<file path="config.mk">
export PLATFORM = sky130hd
export DESIGN_NAME = alu_writeback_stage
export DESIGN_NICKNAME = d
export VERILOG_FILES = /design/src/rtl/alu_writeback_stage.sv
export SDC_FILE = /design/constraint.sdc
export NUM_CORES = 1
export LEC_CHECK = 0
export CORE_ASPECT_RATIO = 0.5
export CORE_UTILIZATION = 37
export CTS_BUF_LIST = sky130_fd_sc_hd__clkbuf_8
export DETAILED_ROUTE_END_ITERATION = 8
export GPL_TIMING_DRIVEN = 0
export PLACE_DENSITY = 0.87
export REMOVE_ABC_BUFFERS = 1
export SETUP_SLACK_MARGIN = 0.2
export SLEW_MARGIN = 20
export SYNTH_ARGS = -nofsm -noshare
export SYNTH_HDL_FRONTEND = slang
export SYNTH_SLANG_ARGS = --single-unit
</file>
<file path="constraint.sdc">
create_clock -name clk -period 1.48 [get_ports clk]
set_input_delay 0.148 -clock clk [delete_from_list [all_inputs] [get_ports clk]]
set_output_delay 0.148 -clock clk [all_outputs]
set_load 0.02 [all_outputs]
</file>
<file path="src/rtl/alu_writeback_stage.sv">
// ALU writeback stage: captures ALU result/flags, commits masked flags to the PSW and writes the
// result to the register file over a req/ack handshake. Define WB_BYPASS_EN to drive fwd_* from the pending write.
module alu_writeback_stage #(
  parameter int WORD    = 16,
  parameter int RF_ADDR = 3
) (
  input  logic               clk,
  input  logic               rst_n,
  input  logic               ex_valid,
  output logic               ex_ready,
  input  logic [WORD-1:0]    alu_res,
  input  logic [3:0]         alu_flags,
  input  logic [3:0]         flag_mask,
  input  logic               wb_en,
  input  logic [RF_ADDR-1:0] dst,
  output logic               rf_we,
  output logic [RF_ADDR-1:0] rf_addr,
  output logic [WORD-1:0]    rf_data,
  input  logic               rf_ack,
  input  logic               psw_ld,
  input  logic [WORD-1:0]    psw_din,
  output logic [WORD-1:0]    psw,
  output logic               alu_cin,
  output logic               fwd_valid,
  output logic [RF_ADDR-1:0] fwd_addr,
  output logic [WORD-1:0]    fwd_data
);

  typedef enum logic {IDLE, WRITE} state_t;

  state_t state, state_nxt;
  logic   xfer;

  assign xfer = ex_valid & ex_ready;

  always_comb begin
    state_nxt = state;
    ex_ready  = 1'b1;
    rf_we     = 1'b0;
    case (state)
      IDLE: begin
        if (xfer) state_nxt = wb_en ? WRITE : IDLE;
      end
      WRITE: begin
        rf_we    = 1'b1;
        // A new op may enter only on the cycle the pending write retires.
        ex_ready = rf_ack;
        if (rf_ack) state_nxt = (xfer && wb_en) ? WRITE : IDLE;
      end
      default: state_nxt = IDLE;
    endcase
  end

  always_ff @(posedge clk or negedge rst_n) begin
    if (!rst_n) begin
      state   <= IDLE;
      rf_addr <= '0;
      rf_data <= '0;
    end else begin
      state <= state_nxt;
      if (xfer) begin
        rf_addr <= dst;
        rf_data <= alu_res;
      end
    end
  end

  // A full PSW load overrides any same-cycle flag commit.
  always_ff @(posedge clk or negedge rst_n) begin
    if (!rst_n) begin
      psw <= '0;
    end else if (psw_ld) begin
      psw <= psw_din;
    end else if (xfer) begin
      for (int i = 0; i < 4; i++)
        if (flag_mask[i]) psw[i] <= alu_flags[i];
    end
  end

  assign alu_cin = psw[0];

`ifdef WB_BYPASS_EN
  assign fwd_valid = rf_we;
  assign fwd_addr  = rf_addr;
  assign fwd_data  = rf_data;
`else
  assign fwd_valid = 1'b0;
  assign fwd_addr  = '0;
  assign fwd_data  = '0;
`endif

endmodule

</file>
==> results.toml <==
[grt]
grt_pass1_wl_um = 6350
grt_start_max_net_pins = 21
overflow = 0
grtUsageTotal_pct = 18.1
antenna_found_initial = 0
grt_pass1_vias = 1253

[routing]
remaining_drc_errors = 0
drtIter0Drc = 51
drt_pass1_iterations = 2
routedWlPerCell_um = 14.8
wirelength_um = 3870
final_antenna_net_count = 0
vias_per_cell = 4.48
vias = 1173

[worst_setup_path]
reg2reg_depth = 3
crit_chain = "nand2b_4 -> clkbuf_2"
worstSetupStartpointType = "register"
end_kind = "output port"
worstPathMaxFanout = 12
cp_data_required_time_ns = 1.33
worst_path_max_delay_cell = "dfrtp_1"
critical-path-max-stage-delay_ns = 0.40
worstPathArrival_ns = 1.05
rrSetupSlack_ns = 0.30
worstSetupPathType = "register to output port"

[cells_and_area]
nets = 256
antenna_cells = 0
mostFrequentLayoutCell = "clkdlybuf4s50_1"
fin_util_pct = 62.0
area_growth_pct = 54.9
drive_above_1_share_pct = 21.6
layout_common_cells = "clkdlybuf4s50_1 (45), dlygate4sd2_1 (38), dfrtp_1 (36)"
stdcell_count = 262

[sta]
period_needed_ns = 1.20
slew_headroom_pct = 47.5
rsz0062_at_grt = "no"
min_period_over_period_pct = 80.9
hold_viol = 0
fmax_mhz = 835
fin_skew_ns = 0.00373
drv_slew = 0
finalSetupViolCount = 0
worst_slew_pin_slew_ns = 0.788
hold_ws_ns = 0.351

[die]
die-area_um2 = 4660
rows = 16
core_area_um2 = 4040
die_y_um = 48.8
start_util_pct = 40.0
die_x_um = 95.6
ios = 107

[power_and_ir_drop]
p_leak_nw = 1.16
power_mw = 2.58
powerDensity_nw_per_um2 = 1030
peakVddDrop_mv = 0.408

[synth]
synthDistinctLibCells = 14
ys_seq_area_share_pct = 55.6
synth_area_um2 = 1620
ys_seq_elements = 36
synth_top_area_share_pct = 55.6
yosysTopAreaCell = "dfrtp_1"
syn_avg_cell_area_um2 = 13.7
synth.area.top_cells = "dfrtp_1 (56%), mux2_2 (22%), buf_4 (10%)"
synth_warnings = 0
syn_inst = 118

[clock_tree]
cts_root_buf = "clkbuf_8"
clk_path_buf_depth = 2
cts.sinks = 36
clkLatencyLatePin_ns = 0.28
cts.htree.levels = 2
cts_buffers = 5
cts_tree = "built"
clk_pin_slew_ns = 0.07

[run_status]
status = "completed"

[job]
cap_violations = 0

[placed_design]
gp_congestion = 0.728
place_hpwl_um = 3080
placed_cells = 252
portBuffers = 86

[worst_hold_path]
hold_class = "input port to register"
whs_path_depth = 3
==> synth_stat cells <==
library cell / number
buf_4: 22
conb_1: 1
mux2_2: 31
o31a_1: 4
nand2_1: 2
a31oi_1: 4
inv_1: 4
buf_2: 2
buf_6: 2
nand2b_4: 1
and4_1: 4
nand2_4: 1
nand2b_1: 4
dfrtp_1: 36
==> state kept, by name, indices dropped and copies added (netlist names) <==
name / flops
rf_data: 16
rf_addr: 3
psw: 16
state: 1
==> critical path, delay by kind of cell (launching register included) <==
kind / cells / cell delay, ns
buffers and inverters: 1 / 0.20
DFF: 1 / 0.40
and+or+nand+nor: 1 / 0.17
==> per-layer routing <==
layer  wire length, um  GRT usage [%]
met5                 0              0
met4                74           6.47
met3               107           3.12
met2              2160           33.5
met1              1530           21.0
==> cell type report <==
class | count | area [um^2]
inverter | 4 | 15.0
clock buffer | 6 | 82.6
tap | 54 | 67.6
sequential | 36 | 901
fill | 319 | 1540
multi-input combinational | 72 | 588
clock inverter | 2 | 10.0
timing repair buffer | 88 | 843
==> what timing repair did <==
| item | in CTS | in global routing |
|---|---|---|
| hold endpoints to repair | 18 | 0 |
| pin swaps | 1 | 1 |
| setup endpoints to repair | 61 | 20 |
| hold buffers | 1 | 0 |
| setup buffers | 0 | 0 |
| cloned | 0 | 1 |
| gates resized for setup | 39 | 4 |
==> stage by stage <==
| step | setup slack [ns] | setup TNS (ns) | cell area [um^2] |
|---|---|---|---|
| after floorplan | 0.170 | 0 | 1490 |
| after global placement | -0.515 | -22.09 | 2420 |
| after detailed placement | -0.231 | -4.99 | 2440 |
| after CTS | 0.146 | 0 | 2500 |
| after global routing | 0.226 | 0 | 2510 |
| final | 0.283 | 0 | 2510 |
==> cell families after synthesis <==
family | count (synthesis) | synth area share, %
mux | 31 | 21.6
buf+inv | 30 | 13.1
other cells | 1 | 0.232
flops | 36 | 55.6
simple gates | 12 | 5.72
compound gates | 8 | 3.71
==> worst paths after layout <==
path | start | endpoint
min in group asynchronous | rst_n | rf_addr[2]
hold / removal | ex_valid | state
setup reg to reg | state | rf_data[5]
setup / recovery | state | ex_ready
hold reg to reg | rf_data[10] | rf_data[10]
max in group asynchronous | rst_n | psw[1]
==> power by group <==
part	total [mW]	switching (mW)	internal [mW]
clock network	0.703	0.332	0.371
registers	1.16	0.0563	1.10
logic	0.719	0.373	0.346
Note: power is estimated with default switching activity, not from simulation.
